File: config.mk
export PLATFORM = sky130hd
export DESIGN_NAME = tk1_rewind_flat
export DESIGN_NICKNAME = d
export VERILOG_FILES = /design/src/rtl/tk1_rewind_pkg.sv /design/src/rtl/tk1_rewind_if.sv /design/src/rtl/h_permutation_inv.sv /design/src/rtl/tk1_rewind.sv /design/src/flat_wrapper.sv
export SDC_FILE = /design/constraint.sdc
export NUM_CORES = 1
export LEC_CHECK = 0
export CAP_MARGIN = 20
export CELL_PAD_IN_SITES_DETAIL_PLACEMENT = 0
export CELL_PAD_IN_SITES_GLOBAL_PLACEMENT = 1
export CORE_MARGIN = 2
export CORE_UTILIZATION = 31
export DETAILED_ROUTE_END_ITERATION = 12
export GPL_TIMING_DRIVEN = 1
export PLACE_DENSITY_LB_ADDON = 0.08
export SLEW_MARGIN = 20
export SYNTH_ARGS = -nofsm -noshare
export SYNTH_HDL_FRONTEND = slang
export SYNTH_SLANG_ARGS = --single-unit
export TNS_END_PERCENT = 1
File: constraint.sdc
create_clock -name clk -period 2.01 [get_ports clk]
set_input_delay 0.201 -clock clk [delete_from_list [all_inputs] [get_ports clk]]
set_output_delay 0.201 -clock clk [all_outputs]
set_load 0.05 [all_outputs]
File: src/rtl/tk1_rewind_pkg.sv
// tk1_rewind_pkg: shared constants, state encoding and H-permutation table for the TK1 rewind engine
package tk1_rewind_pkg;
  localparam int TK_W = 64;
  localparam int STEPS_AD = 4;
  localparam int STEPS_MSG = 5;
  typedef logic [1:0] state_t;
  localparam state_t IDLE = 2'd0;
  localparam state_t RUN = 2'd1;
  localparam state_t DONE = 2'd2;
  // forward H: output nibble i takes input nibble PT[i]; nibble 0 is bits [63:60]
  localparam int PT [16] = '{9, 15, 8, 13, 10, 14, 12, 11, 0, 1, 2, 3, 4, 5, 6, 7};
endpackage

File: src/rtl/tk1_rewind_if.sv
// tk1_rewind_if: request/result bundle (start, ad, ncyc, tk1i in; tk1o, busy, done out)
interface tk1_rewind_if import tk1_rewind_pkg::*; #(parameter int CW = 6);
  logic start;
  logic ad;
  logic [CW-1:0] ncyc;
  logic [TK_W-1:0] tk1i;
  logic [TK_W-1:0] tk1o;
  logic busy;
  logic done;
  modport master(output start, ad, ncyc, tk1i, input tk1o, busy, done);
  modport slave(input start, ad, ncyc, tk1i, output tk1o, busy, done);
endinterface

File: src/rtl/h_permutation_inv.sv
// h_permutation_inv: combinational inverse H-permutation; x = permuted TK1 in, y = un-permuted TK1 out
module h_permutation_inv import tk1_rewind_pkg::*; (
  input  logic [TK_W-1:0] x,
  output logic [TK_W-1:0] y
);
  // forward sends nibble PT[i] to slot i, so the inverse returns slot i to nibble PT[i]
  for (genvar i = 0; i < 16; i++) begin : g_cell
    assign y[TK_W-1-4*PT[i] -: 4] = x[TK_W-1-4*i -: 4];
  end
endmodule

File: src/rtl/tk1_rewind.sv
// tk1_rewind: iterative TK1 rewind, removing 4 (ad=1) or 5 (ad=0) H-steps per cycle
// ports: clk, rst (async high); bus.start/ad/ncyc/tk1i request; bus.tk1o result, bus.busy in RUN, bus.done 1-cycle pulse
module tk1_rewind import tk1_rewind_pkg::*; #(
  parameter int CW = 6
) (
  input logic clk,
  input logic rst,
  tk1_rewind_if.slave bus
);
  state_t state, st_d, nxt;
  logic [CW-1:0] count;
  logic ad_r;
  logic accept;
  logic [TK_W-1:0] tk1_r;
  logic [TK_W-1:0] st [0:STEPS_MSG];
  logic [TK_W-1:0] step;
  // the unused code 2'd3 behaves as IDLE
  assign st_d = (state == 2'd3) ? IDLE : state;
  assign accept = bus.start && (st_d == IDLE || st_d == DONE);
  assign st[0] = tk1_r;
  for (genvar k = 0; k < STEPS_MSG; k++) begin : g_chain
    h_permutation_inv u_inv (.x(st[k]), .y(st[k+1]));
  end
  assign step = ad_r ? st[STEPS_AD] : st[STEPS_MSG];
  assign bus.tk1o = tk1_r;
  always_ff @(posedge clk or posedge rst)
    if (rst) state <= IDLE;
    else state <= nxt;
  always_comb begin
    nxt = (st_d == RUN) ? ((count == CW'(1)) ? DONE : RUN)
        : accept ? ((bus.ncyc != '0) ? RUN : DONE) : IDLE;
  end
  always_comb begin
    bus.busy = (st_d == RUN);
    bus.done = (st_d == DONE);
  end
  always_ff @(posedge clk or posedge rst)
    if (rst) begin
      tk1_r <= '0;
      count <= '0;
      ad_r <= 1'b0;
    end else if (accept) begin
      tk1_r <= bus.tk1i;
      count <= bus.ncyc;
      ad_r <= bus.ad;
    end else if (st_d == RUN) begin
      tk1_r <= step;
      count <= count - CW'(1);
    end
endmodule
File: src/flat_wrapper.sv
// flat-port wrapper written by rule: the top's interface ports become plain ports
module tk1_rewind_flat import tk1_rewind_pkg::*;
#(
  parameter int CW = 6
)
  (clk, rst, bus_start, bus_ad, bus_ncyc, bus_tk1i, bus_tk1o, bus_busy, bus_done);
  tk1_rewind_if #(.CW(CW)) bus_i ();
  input logic clk;
  input logic rst;
  input wire logic [$bits(bus_i.start)-1:0] bus_start;
  input wire logic [$bits(bus_i.ad)-1:0] bus_ad;
  input wire logic [$bits(bus_i.ncyc)-1:0] bus_ncyc;
  input wire logic [$bits(bus_i.tk1i)-1:0] bus_tk1i;
  output wire logic [$bits(bus_i.tk1o)-1:0] bus_tk1o;
  output wire logic [$bits(bus_i.busy)-1:0] bus_busy;
  output wire logic [$bits(bus_i.done)-1:0] bus_done;
  assign bus_i.start = bus_start;
  assign bus_i.ad = bus_ad;
  assign bus_i.ncyc = bus_ncyc;
  assign bus_i.tk1i = bus_tk1i;
  assign bus_tk1o = bus_i.tk1o;
  assign bus_busy = bus_i.busy;
  assign bus_done = bus_i.done;
  tk1_rewind #(.CW(CW)) u_core (.clk(clk), .rst(rst), .bus(bus_i));
endmodule
==> impl_results.md <==
* Final Setup Violations at 0
* Port bufs at 139
* Unrepaired setup endpoints after global routing: no
* Post_cts resized at 0
* Max VDD drop at 0.9287 mV
* Lkg Pwr at 2.443 nW
* DR vias at 3561
* Clock tree from TritonCTS: yes
* Postcts setup bufs at 0
* Prevailing post-synth register cell: dfrtp_1
* Post-synth top area cell: dfrtp_1
* Crit path launch type: register
* Main area contributors after synthesis: dfrtp_1 44%, mux2i_1 15%, a211oi_1 11%
* Minimum clock period at 1861 ps
* CTS Buf Count at 9
* Power per cell area at 2022 nW/um^2
* Post-DP HPWL at 8289 um
* Final cell count without fillers at 708
* Buffer levels on the longest clock path at 2
* Vias in the first global route at 3471
* Post-synthesis net count at 484
* Mapped Cells at 408
* Total track usage at 0.1729
* # clock sinks at 73
* Post-synthesis sequential area ratio at 0.4353
* DP Cell Count at 694
* Initial DRC count at 186
* Ant. Diodes at 0
* CTS clk-pin slew, worst paths at 60 ps
* Most frequent cell after synthesis: dfrtp_1
* Number of flops mapped to enable cells by yosys at 0
* Total of max-cap violations at 0
* Clock skew at 8.239 ps
* Initial antenna violation count at 0
* Die area at 14480 sq um
* Average size of a mapped cell at 10.29 sq um
* Final net count at 605
* Overflow left after global routing at 0
* Share of the synthesized area in the top cell type at 0.4353
* Ratio of cells with drive above 1 in the final layout at 0.05263
* Post-layout util at 0.4525
* CTS Hold Bufs at 0
* Commonest cells in the netlist: 73 x dfrtp_1, 66 x nor2b_1, 65 x a21oi_1
* HP Class: primary input to async pin
* Clk_lat worst skew at 340 ps
* Post-route DRC at 0
* Crit path kind: register to primary output
* Critical Path AT at 1660 ps
* Top Ports at 140
* Die Ht at 120.4 um
* Detailed Route WL at 12140 um
* Hold Vio Cnt, Final at 0
* Drt first pass iters at 5
* Fraction of the cycle the final worst path needs at 0.9261
* Row count at 42
* Die X at 120.4 um
* Post-DRT Antenna Nets at 0
* Starting Density at 0.3169
* Htree depth at 3
* Yosys cell types at 36
* Routed wire per std cell at 17.15 um
* Max Fclk at 537.2 MHz
* Max FO, Critical Path at 3
* Setup TNS at 0 ps
* Vias per inst at 5.030
* Synth Cell Area at 4197 sq um
* Headroom to the max-slew limit at 0.6382
* Fraction of registers with async set/reset at 1.000
* CP endpoint kind: primary output
* CP required at 1810 ps
* Design Power at 12.12 mW
* Largest net degree at the start of global routing at 91
* Core ar. at 13240 sq um
* GPL Wtd Cong at 0.7300
* Actual slew at the worst max-slew pin at 541.1 ps
* Root buffer cell: clkbuf_16
* First-pass GRT wire length at 19440 um
* Layout area overhead at 42.78%
* Status: finished, final reports clean
* Yosys reg bits at 73
* Yosys warns at 0
* Max Transition Viols Final at 0
## critical path, stage by stage, from the launching register on
cell and delay [ps]:
dfrtp_1 410, nor2b_1 120, clkdlybuf4s50_1 800
## through the flow
step / setup WS [ps] / hold slack, ps / cell area [sq um]
floorplan: 669.6 / 332.7 / 4200
global placement: 446.1 / 518.4 / 5737
detailed placement: 452.5 / 521.4 / 5737
CTS: 117.2 / 346.6 / 5992
global route: 87.82 / 348.8 / 5992
finish: 148.5 / 314.3 / 5992
## power by group
part | internal, mW | switching, mW | total, mW
registers | 2.30 | 1.05 | 3.35
clock network | 0.855 | 0.594 | 1.45
logic | 2.83 | 4.49 | 7.32
## path summary, 6_finish.rpt
| path | startpoint | cells after the start | slack, ps | endpoint |
|---|---|---|---|---|
| min reg2reg | u_core.count[3] | 1 | 530 | u_core.count[3] |
| min | rst | 3 | 310 | u_core.bus.tk1o[53] |
| max in group asynchronous | rst | 3 | 1340 | u_core.ad_r |
| max reg2reg | u_core.ad_r | 4 | 430 | u_core.bus.tk1o[21] |
| max | u_core.state[0] | 2 | 150 | bus_done |
| min in group clk | bus_start | 3 | 360 | u_core.count[0] |
## cell type report
cell class	count	area [sq um]
flip-flops and latches	73	1831
well taps	176	220.2
clock buffers	13	250.2
inverters	4	21.27
multi-input cells	294	2131
fillers	1309	7251
repair buffers	147	1534
clock inverters	1	5.005
## per-layer routing
metal	up-vias	track usage	wire, um
met4	0	0.05451	180
met2	98	0.2415	5079
met3	12	0.05094	734
met1	1685	0.2549	6146
li1	1766	-	-
met5	-	0	0
## state kept, by name, summed over array words and instances (netlist names)
| register | cells |
|---|---|
| u_core.state | 2 |
| u_core.bus.tk1o | 64 |
| u_core.count | 6 |
| u_core.ad_r | 1 |
## cell usage in the layout (no fill, tap or decap), types with 2 or more instances in the layout
master             n
nor2_1             5
o211a_1            2
nand3_1            4
inv_1              2
buf_12             7
a211oi_1          64
and3_1             2
dfrtp_1           72
nor2b_1           66
clkbuf_1           3
a21oi_1           65
clkdlybuf4s50_1  137
ha_1               2
buf_4              3
mux2i_1           64
clkbuf_16          9
## cell families after synthesis
group                    count (synthesis)  synth area share
AO/OA/AOI/OAI                          140            0.2153
adder cells (fa/ha/maj)                  2          0.005962
buffers and inverters                   41           0.05695
flip-flops                              73            0.4353
multiplexers                            66            0.1589
AND/OR/NAND/NOR                         86            0.1276
(Power assumes the default switching activity.)
